<file path="config.mk">
export PLATFORM = sky130hd
export DESIGN_NAME = receptor_medida_7e1
export DESIGN_NICKNAME = d
export VERILOG_FILES = /design/src/rtl/receptor_medida_7e1_pkg.sv /design/src/rtl/receptor_medida_7e1_rx.sv /design/src/rtl/receptor_medida_7e1.sv
export SDC_FILE = /design/constraint.sdc
export NUM_CORES = 1
export LEC_CHECK = 0
export ABC_AREA = 1
export BUFFER_PORTS_ARGS = -buffer_cell sky130_fd_sc_hd__buf_2
export CELL_PAD_IN_SITES_DETAIL_PLACEMENT = 1
export CELL_PAD_IN_SITES_GLOBAL_PLACEMENT = 1
export CORE_MARGIN = 5
export CORE_UTILIZATION = 45
export DETAILED_ROUTE_END_ITERATION = 7
export PLACE_DENSITY_LB_ADDON = 0.1
export SLEW_MARGIN = 20
export SYNTH_ARGS = -nofsm -noshare
export SYNTH_HDL_FRONTEND = slang
export SYNTH_SLANG_ARGS = --single-unit
</file>
<file path="constraint.sdc">
create_clock -name clock -period 2.1 [get_ports clock]
set_input_delay 0.42 -clock clock [delete_from_list [all_inputs] [get_ports clock]]
set_output_delay 0.42 -clock clock [all_outputs]
set_load 0.02 [all_outputs]
</file>
<file path="src/rtl/receptor_medida_7e1_pkg.sv">
// Shared constants and bit-level FSM encodings for the 7E1 measurement receiver.
package receptor_medida_7e1_pkg;

    localparam int CLKS_PER_BIT_DEFAULT = 434;

    localparam logic [6:0] ASCII_HASH = 7'h23;
    localparam logic [6:0] ASCII_ZERO = 7'h30;
    localparam logic [6:0] ASCII_NINE = 7'h39;

    // Encodings are exported on db_estado, so they are fixed explicitly.
    typedef enum logic [3:0] {
        ESPERA   = 4'd0,
        CONFIRMA = 4'd1,
        RECEBE   = 4'd2,
        PARADA   = 4'd3,
        ENTREGA  = 4'd4
    } estado_t;

    function automatic logic eh_digito(input logic [6:0] c);
        return (c >= ASCII_ZERO) && (c <= ASCII_NINE);
    endfunction

endpackage

</file>
<file path="src/rtl/receptor_medida_7e1_rx.sv">
// Character-level 7E1 receiver: start detection, mid-bit sampling, parity and stop checks.
module rx_serial_7E1
    import receptor_medida_7e1_pkg::*;
#(
    parameter int CLKS_PER_BIT = CLKS_PER_BIT_DEFAULT
) (
    input  logic       clock,
    input  logic       reset,
    input  logic       entrada_serial,
    output logic [6:0] dado,
    output logic       pronto_rx,
    output logic       erro_paridade,
    output logic       erro_quadro,
    output logic [3:0] estado_dbg
);

    localparam int CW = $clog2(CLKS_PER_BIT);
    localparam logic [CW-1:0] FIM_BIT  = CW'(CLKS_PER_BIT - 1);
    localparam logic [CW-1:0] FIM_MEIO = CW'(CLKS_PER_BIT / 2 - 1);

    logic          sync_a;
    logic          sync_b;
    logic          linha_ant;
    estado_t       estado;
    estado_t       proximo;
    logic [CW-1:0] cnt;
    logic [2:0]    n_bits;
    logic [7:0]    desloc;
    logic          parada_ok;
    logic          borda_descida;
    logic          fim_meio;
    logic          fim_bit;
    logic          entrega;
    logic          paridade_ok;

    // Idle-high presets keep a reset release from looking like a start edge.
    always_ff @(posedge clock or negedge reset) begin
        if (!reset) begin
            sync_a    <= 1'b1;
            sync_b    <= 1'b1;
            linha_ant <= 1'b1;
        end else begin
            sync_a    <= entrada_serial;
            sync_b    <= sync_a;
            linha_ant <= sync_b;
        end
    end

    assign borda_descida = linha_ant & ~sync_b;
    assign fim_meio      = (cnt == FIM_MEIO);
    assign fim_bit       = (cnt == FIM_BIT);

    always_ff @(posedge clock or negedge reset) begin
        if (!reset) begin
            estado <= ESPERA;
        end else begin
            estado <= proximo;
        end
    end

    always_comb begin
        proximo = estado;
        case (estado)
            ESPERA:   if (borda_descida) proximo = CONFIRMA;
            CONFIRMA: if (fim_meio) proximo = sync_b ? ESPERA : RECEBE;
            RECEBE:   if (fim_bit && (n_bits == 3'd7)) proximo = PARADA;
            PARADA:   if (fim_bit) proximo = ENTREGA;
            ENTREGA:  proximo = ESPERA;
            default:  proximo = ESPERA;
        endcase
    end

    // After the half-bit confirm, every later sample lands one full bit apart.
    always_ff @(posedge clock or negedge reset) begin
        if (!reset) begin
            cnt       <= '0;
            n_bits    <= 3'd0;
            desloc    <= 8'h00;
            parada_ok <= 1'b0;
        end else begin
            case (estado)
                CONFIRMA:       cnt <= fim_meio ? '0 : cnt + 1'b1;
                RECEBE, PARADA: cnt <= fim_bit ? '0 : cnt + 1'b1;
                default:        cnt <= '0;
            endcase

            if (estado == CONFIRMA) begin
                n_bits <= 3'd0;
            end else if ((estado == RECEBE) && fim_bit) begin
                n_bits <= n_bits + 3'd1;
                desloc <= {sync_b, desloc[7:1]};
            end

            if ((estado == PARADA) && fim_bit) begin
                parada_ok <= sync_b;
            end
        end
    end

    assign entrega     = (estado == ENTREGA);
    assign paridade_ok = ~(^desloc);
    assign dado        = desloc[6:0];
    assign estado_dbg  = estado;

    // A bad stop bit masks any parity verdict for the same character.
    assign pronto_rx     = entrega & parada_ok & paridade_ok;
    assign erro_quadro   = entrega & ~parada_ok;
    assign erro_paridade = entrega & parada_ok & ~paridade_ok;

endmodule

</file>
<file path="src/rtl/receptor_medida_7e1.sv">
// Assembles '<unidade><dezena><centena>#' frames from the serial receiver into a BCD measurement.
module receptor_medida_7e1
    import receptor_medida_7e1_pkg::*;
#(
    parameter int CLKS_PER_BIT = CLKS_PER_BIT_DEFAULT
) (
    input  logic        clock,
    input  logic        reset,
    input  logic        entrada_serial,
    output logic [11:0] medida,
    output logic        pronto,
    output logic        erro_paridade,
    output logic        erro_quadro,
    output logic        ocupado,
    output logic [3:0]  db_estado
);

    logic [6:0] dado;
    logic       pronto_rx;
    logic       rx_erro_paridade;
    logic       rx_erro_quadro;
    logic [3:0] estado_rx;
    logic [1:0] indice;
    logic       resync;
    logic [3:0] unidade;
    logic [3:0] dezena;
    logic [3:0] centena;
    logic       pronto_q;
    logic       digito;
    logic       hash;
    logic       erro_seq;

    rx_serial_7E1 #(
        .CLKS_PER_BIT(CLKS_PER_BIT)
    ) u_rx (
        .clock         (clock),
        .reset         (reset),
        .entrada_serial(entrada_serial),
        .dado          (dado),
        .pronto_rx     (pronto_rx),
        .erro_paridade (rx_erro_paridade),
        .erro_quadro   (rx_erro_quadro),
        .estado_dbg    (estado_rx)
    );

    assign digito = eh_digito(dado);
    assign hash   = (dado == ASCII_HASH);

    always_comb begin
        erro_seq = 1'b0;
        if (pronto_rx && !resync) begin
            if (indice == 2'd3) begin
                erro_seq = !hash;
            end else begin
                erro_seq = !digito;
            end
        end
    end

    // Any fault drops into resync; only a clean '#' there realigns the index.
    always_ff @(posedge clock or negedge reset) begin
        if (!reset) begin
            indice   <= 2'd0;
            resync   <= 1'b0;
            unidade  <= 4'h0;
            dezena   <= 4'h0;
            centena  <= 4'h0;
            medida   <= 12'h000;
            pronto_q <= 1'b0;
        end else begin
            pronto_q <= 1'b0;
            if (rx_erro_paridade || rx_erro_quadro || erro_seq) begin
                resync <= 1'b1;
                indice <= 2'd0;
            end else if (pronto_rx) begin
                if (resync) begin
                    if (hash) begin
                        resync <= 1'b0;
                        indice <= 2'd0;
                    end
                end else begin
                    case (indice)
                        2'd0: begin
                            unidade <= dado[3:0];
                            indice  <= 2'd1;
                        end
                        2'd1: begin
                            dezena <= dado[3:0];
                            indice <= 2'd2;
                        end
                        2'd2: begin
                            centena <= dado[3:0];
                            indice  <= 2'd3;
                        end
                        default: begin
                            medida   <= {centena, dezena, unidade};
                            pronto_q <= 1'b1;
                            indice   <= 2'd0;
                        end
                    endcase
                end
            end
        end
    end

    assign pronto        = pronto_q;
    assign erro_paridade = rx_erro_paridade;
    assign erro_quadro   = rx_erro_quadro | erro_seq;
    assign ocupado       = (estado_rx != ESPERA);
    assign db_estado     = estado_rx;

endmodule

</file>
==> results.json, run 1 <==
{
  "clock_skew_ns": 0.0155,
  "power_frac_clock_pct": 25.8,
  "layout.nets": 389,
  "cts_root_buf": "clkbuf_8",
  "dr.pass1.iters": 4,
  "syn_area_per_cell_um2": 8.61,
  "antenna_found_initial": 0,
  "path_clk_slew_ns": 0.11,
  "synthCells": 325,
  "syn_area_um2": 2800,
  "cts_tree": "yes",
  "intPower_mw": 1.57,
  "ys_ff_latch": 55,
  "dieHeight_um": 88.9,
  "reg2reg_depth": 13,
  "yosys_warnings": 0,
  "placementRows": 28,
  "clkSinkCount": 55,
  "antenna_left": 0,
  "path_cells": "inv_2 > ha_4 > nand2_2 > nand3_4 > nand2_2 > nand2_2 > nand3_4 > o21ai_2 > buf_6",
  "cp_max_fo": 3,
  "fillCellCount": 715,
  "post-route-cell-area_um2": 3450,
  "routed_wl_um": 6890,
  "setup_ws_ns": -0.120,
  "num_io_pins": 23,
  "vias": 2267,
  "combPwrFrac_pct": 24.8,
  "synth_seq_area_share_pct": 49.3,
  "reg2reg_from": "u_rx.desloc[2]$_DFFE_PN0P_",
  "synth_edf_count": 0,
  "critPathArrivalTime_ns": 1.80,
  "fin_util_pct": 57.6,
  "ys.flop_type": "dfrtp_1",
  "cellLeakagePower_nw": 1.80,
  "cts_hold_buf": 0,
  "htreeDepth": 2,
  "core_region_area_um2": 5990,
  "drc_errors": 0,
  "power.switching_mw": 0.861,
  "synth.net_count": 345,
  "required_ns": 1.68,
  "cp-end-kind": "output port",
  "crit_start": "u_rx.desloc[2]$_DFFE_PN0P_",
  "initial_utilization_pct": 46.7,
  "rsz0062_at_grt": "true",
  "hold_viol": 0,
  "hp-class": "in -> async",
  "tns_ns": -0.139,
  "cts_buffers": 5,
  "ys_types": 28,
  "switching_share_pct": 35.4,
  "dpl_cell_area_um2": 3060,
  "irDropWorstVdd_v": 0.000474,
  "maxCapViolations": 0,
  "drtIter0Drc": 64,
  "dp_hpwl_um": 4560,
  "insertedDiodeCount": 0,
  "cp_common_cell": "nand2_2",
  "via_per_inst": 5.09,
  "status": "finished, violations left",
  "asyncSetResetFlopFracSynth_pct": 100,
  "grt_pass1_wl_um": 10900,
  "io_buffers": 21,
  "overflow": 0,
  "finalSetupViolations": 2,
  "p_per_area_nw_per_um2": 706,
  "grt_use_total_pct": 17.7,
  "gp_congestion": 0.793,
  "violations": "setup timing",
  "maxSlewViolCount": 0,
  "dp_slack_ns": -0.0275,
  "clock_latency_ns": 0.32,
  "grt_pass1_vias": 2381,
  "final_common_cell": "nand2_1",
  "fmax_ghz": 0.450,
  "max_stage_delay_ns": 0.39,
  "post-route-min-period_ns": 2.22,
  "die_area_um2": 7900,
  "cp-start-kind": "flop",
  "grt_max_degree": 56,
  "drive_above_1_share_pct": 26.5,
  "cts_buffer_depth": 2,
  "seqPwrFrac_pct": 49.5,
  "dieWidth_um": 88.9,
  "synthToLayoutAreaGrowth_pct": 23.2,
  "slowest_stage": "dfrtp_1",
  "mostFrequentLayoutCells": "nand2_1 (79), dfrtp_1 (52), inv_1 (30)",
  "finalCritPeriodShare_pct": 106,
  "routedWlPerCell_um": 15.5,
  "worstSetupPathType": "reg -> out"
}
-- worst max-delay path: cells and delay by family, from the launching register on --
kind | cells | cell delay [ns]
and+or+nand+nor | 5 | 0.39
adders and majority gates | 1 | 0.31
buffers and inverters | 2 | 0.22
AOI/OAI and AO/OA | 1 | 0.19
DFF | 1 | 0.39
-- registers in the layout, summed over array words and instances (netlist names), 2 cells and up --
| signal | flops |
|---|---|
| unidade | 4 |
| indice | 2 |
| u_rx.cnt | 9 |
| u_rx.desloc | 8 |
| u_rx.estado_dbg | 3 |
| dezena | 4 |
| u_rx.n_bits | 3 |
| medida | 12 |
| centena | 4 |
-- worst paths after layout --
kind | to | slack, ns
setup / recovery | erro_quadro | -0.12
hold / removal | medida[7]$_DFFE_PN0P_ | 0.08
setup reg to reg | centena[3]$_DFFE_PN0P_ | 0
hold reg to reg | u_rx.sync_b$_DFF_PN1_ | 0.36
max in group asynchronous | u_rx.sync_a$_DFF_PN1_ | 1.69
min in group clock | u_rx.sync_a$_DFF_PN1_ | 0.20
-- area by class of cell --
cell class	instances	area (um^2)	share of cell area (%)
clock buffer	5	68.8	2.00
clock inverter	3	26.3	0.762
inverter	38	148	4.28
multi-input combinational	225	1370	39.8
sequential	55	1380	40.0
tap	75	93.8	2.72
timing repair buffer	44	360	10.4
-- per-stage QoR --
| step | instances | total power, mW | hold WS [ns] |
|---|---|---|---|
| 6_report | 445 | 2.43 | 0.0828 |
| 5_1_grt | 445 | 2.60 | 0.0917 |
| 4_1_cts | 436 | 2.45 | 0.0911 |
| 3_5_place_dp | 426 | 1.80 | 0.348 |
| 3_3_place_gp | 426 | 1.79 | 0.352 |
| 2_1_floorplan | 325 | 1.61 | 0.124 |
-- cell usage after synthesis (all sizes together) (3+ instances only) --
master,count,area (um^2)
ha,17,213
dfstp,3,78.8
nand4,19,119
o21ai,14,70.1
a21oi,4,20.0
xor2,4,35.0
nand2,96,363
nor3,7,51.3
nand3,32,173
buf,7,58.8
nor2,23,109
xnor2,3,26.3
inv,38,143
dfrtp,52,1300
-- logic make-up after synthesis --
group	share of synthesized area (%)
AOI/OAI and AO/OA	4.07
adders and majority gates	7.60
xor gates and xnor gates	2.19
other	0.134
and+or+nand+nor	29.4
buffers and inverters	7.33
DFF	49.3
-- routing by layer --
layer	wire [um]	GRT usage (%)
met1	2980	21.9
met2	3650	32.3
met3	164	3.07
met4	101	3.30
met5	0	0
-- power groups by stage --
stage	clock network, mW	registers, mW	logic, mW
detailed placement	0	1.22	0.586
CTS	0.647	1.20	0.611
global route	0.692	1.22	0.691
finish	0.627	1.20	0.602
global placement	0	1.22	0.571
floorplan	0	1.24	0.370
-- repair_timing --
item	CTS	global route
pin swaps	5	17
resized for setup	23	29
endpoints found under the hold margin	0	0
cloned	0	2
setup buffers	2	7
setup endpoints to repair	14	28
No activity file was read; power rests on OpenSTA's default activity.
==> inputs of run 2 (changes only) <==
--- a/config.mk
+++ b/config.mk
@@ -7,3 +7,2 @@
 export LEC_CHECK = 0
-export ABC_AREA = 1
 export BUFFER_PORTS_ARGS = -buffer_cell sky130_fd_sc_hd__buf_2
@@ -12,6 +11,5 @@
 export CORE_MARGIN = 5
-export CORE_UTILIZATION = 45
+export CORE_UTILIZATION = 48
 export DETAILED_ROUTE_END_ITERATION = 7
 export PLACE_DENSITY_LB_ADDON = 0.1
-export SLEW_MARGIN = 20
 export SYNTH_ARGS = -nofsm -noshare
--- a/constraint.sdc
+++ b/constraint.sdc
@@ -3,2 +3,2 @@
 set_output_delay 0.42 -clock clock [all_outputs]
-set_load 0.02 [all_outputs]
+set_load 0.05 [all_outputs]
==> results.json, run 2 <==
{
  "status": "finished, violations left",
  "violations": "setup timing",
  "seqPwrFrac_pct": 61.0,
  "num_io_pins": 23,
  "irDropWorstVdd_v": 0.000382,
  "synth.net_count": 241,
  "mostFrequentLayoutCells": "dfrtp_1 (50), buf_4 (28), mux2_2 (19), buf_2 (19), ha_1 (15)",
  "cts_root_buf": "clkbuf_8",
  "routed_wl_um": 6270,
  "dp_slack_ns": -0.159,
  "synth_seq_area_share_pct": 51.4,
  "synthCells": 221,
  "max_stage_delay_ns": 0.41,
  "overflow": 0,
  "clock_latency_ns": 0.31,
  "largest_reg_flops": 12,
  "initial_utilization_pct": 49.1,
  "yosys_warnings": 0,
  "finalCritPeriodShare_pct": 119,
  "largest_registers": "medida x12, u_rx.cnt x9, u_rx.desloc x8",
  "slowest_stage": "dfrtp_1",
  "layout.nets": 292,
  "setup_ws_ns": -0.397,
  "hp-class": "in -> async",
  "path_cells": "inv_2 > ha_4 > xnor2_2 > xnor3_2 > nor3_4 > inv_2 > o21ai_4 > buf_6",
  "placementRows": 27,
  "regArea_um2": 1380,
  "critPathBufInv": 3,
  "tns_ns": -3.64,
  "yosys-top-cells-area": "dfrtp_1 (48%), mux2_2 (8.0%), ha_1 (7.9%)",
  "path_clk_slew_ns": 0.10,
  "grt_pass1_wl_um": 10500,
  "tightest_slew_ns": 0.596,
  "fillCellCount": 571,
  "power.switching_mw": 0.430,
  "relSlewSlack_pct": 60.3,
  "ys.flop_type": "dfrtp_1",
  "synth_most_common_cell": "dfrtp_1",
  "ys_ff_latch": 55,
  "fmax_ghz": 0.400,
  "intPower_mw": 1.34,
  "finalSetupViolations": 27,
  "holdWs_ns": 0.110,
  "maxCapViolations": 0,
  "dieWidth_um": 84.8,
  "synth_common_cells": "dfrtp_1 (52), mux2_2 (19), ha_1 (17), nand2_1 (14)",
  "multi_input_area_um2": 1340,
  "p_per_area_nw_per_um2": 531,
  "drive_above_1_share_pct": 41.8,
  "worstSetupPathType": "reg -> out",
  "gp_congestion": 0.847,
  "grt_pass1_vias": 2066,
  "drc_errors": 0,
  "yosysTopAreaCellShare_pct": 48.5,
  "hold_viol": 0,
  "required_ns": 1.68,
  "cp_common_cell": "inv_2",
  "die_area_um2": 7190,
  "grt_max_degree": 33,
  "clkSinkCount": 55,
  "final_common_cell": "dfrtp_1",
  "ys_types": 45,
  "cellLeakagePower_nw": 1.66,
  "combPwrFrac_pct": 5.6,
  "cts_buffers": 5,
  "antenna_found_initial": 0,
  "io_buffers": 21,
  "grt_use_total_pct": 18.3,
  "dieHeight_um": 84.8,
  "switching_share_pct": 24.3,
  "crit_family": "XOR/XNOR gates",
  "synth_edf_count": 0,
  "synthToLayoutAreaGrowth_pct": 23.8,
  "insertedDiodeCount": 0,
  "rsz0062_at_grt": "true",
  "asyncSetResetFlopFracSynth_pct": 100,
  "critPathArrivalTime_ns": 2.08,
  "dp_cells": 332,
  "drtIter0Drc": 113,
  "top_register": "medida",
  "antenna_left": 0,
  "synth_top_cell_by_area": "dfrtp_1",
  "vias": 1816,
  "clock_skew_ns": 0.00661,
  "routedWlPerCell_um": 18.2,
  "core_region_area_um2": 5470,
  "htreeDepth": 2,
  "cts_tree": "yes",
  "via_per_inst": 5.26,
  "maxSlewViolCount": 0,
  "syn_area_um2": 2690,
  "dp_hpwl_um": 4430,
  "total_power_mw": 1.77,
  "power_frac_clock_pct": 33.5,
  "cp-end-kind": "output port",
  "cp_max_fo": 2,
  "syn_area_per_cell_um2": 12.1,
  "dr.pass1.iters": 4,
  "post-route-min-period_ns": 2.50,
  "fin_cells": 345,
  "cp-start-kind": "flop",
  "cts_buffer_depth": 2
}
run 2: metal layers:
metal  vias up  global-route usage [%]  part of all wire (%)
met2        25                    31.5                    51
li1        865                       -                     -
met4         0                    4.75                   1.8
met5         -                       0                     0
met1       918                    23.4                    44
met3         8                    3.93                   3.0
run 2: final cells by class:
cell class	count	share of cell area, %
clock inverters	3	0.753
inverters	13	1.47
well taps	72	2.71
clock buffers	5	2.07
flip-flops and latches	55	41.6
repair buffers	51	11.1
multi-input cells	146	40.3
run 2: cell families after synthesis:
| logic type | count (synthesis) | synth area share (%) |
|---|---|---|
| buf+inv | 21 | 3.49 |
| xor+xnor | 10 | 3.77 |
| other cells | 1 | 0.140 |
| fa+ha+maj | 17 | 7.92 |
| flops | 55 | 51.4 |
| compound gates | 26 | 6.15 |
| mux | 31 | 14.3 |
| simple gates | 60 | 12.8 |
run 2: metrics by stage:
step,instance area (um^2),utilization [%]
finish,3320,60.7
floorplan,2730,-
global placement,3080,56.2
global route,3320,60.7
detailed placement,3080,56.2
CTS,3280,60.0
run 2: timing repair:
item                       4_1_cts  5_1_grt
gates resized for setup         15        9
pin swaps                        2        3
setup endpoints to repair       26       37
hold buffers                     0        0
cloned                           1        0
buffers inserted                 4        1
run 2: path summary, 6_finish.rpt:
check	depth (start not counted)	startpoint	slack (ns)	end
max in group asynchronous	2	reset	1.42	centena[1]$_DFFE_PN0P_
min in group clock	1	entrada_serial	0.20	u_rx.sync_a$_DFF_PN1_
hold / removal	1	reset	0.11	u_rx.cnt[6]$_DFF_PN0_
setup reg to reg	9	u_rx.desloc[0]$_DFFE_PN0P_	-0.20	medida[8]$_DFFE_PN0P_
hold reg to reg	0	u_rx.sync_a$_DFF_PN1_	0.37	u_rx.sync_b$_DFF_PN1_
setup / recovery	8	u_rx.desloc[0]$_DFFE_PN0P_	-0.40	erro_quadro
run 2: power groups by stage:
stage                     registers [mW]  logic (mW)  clock network [mW]
final                               1.08      0.0982               0.591
after global routing                1.08       0.112               0.667
after CTS                           1.08      0.0992               0.614
after detailed placement            1.10      0.0990                   0
after global placement              1.10      0.0953                   0
after floorplan                     1.11      0.0402                   0
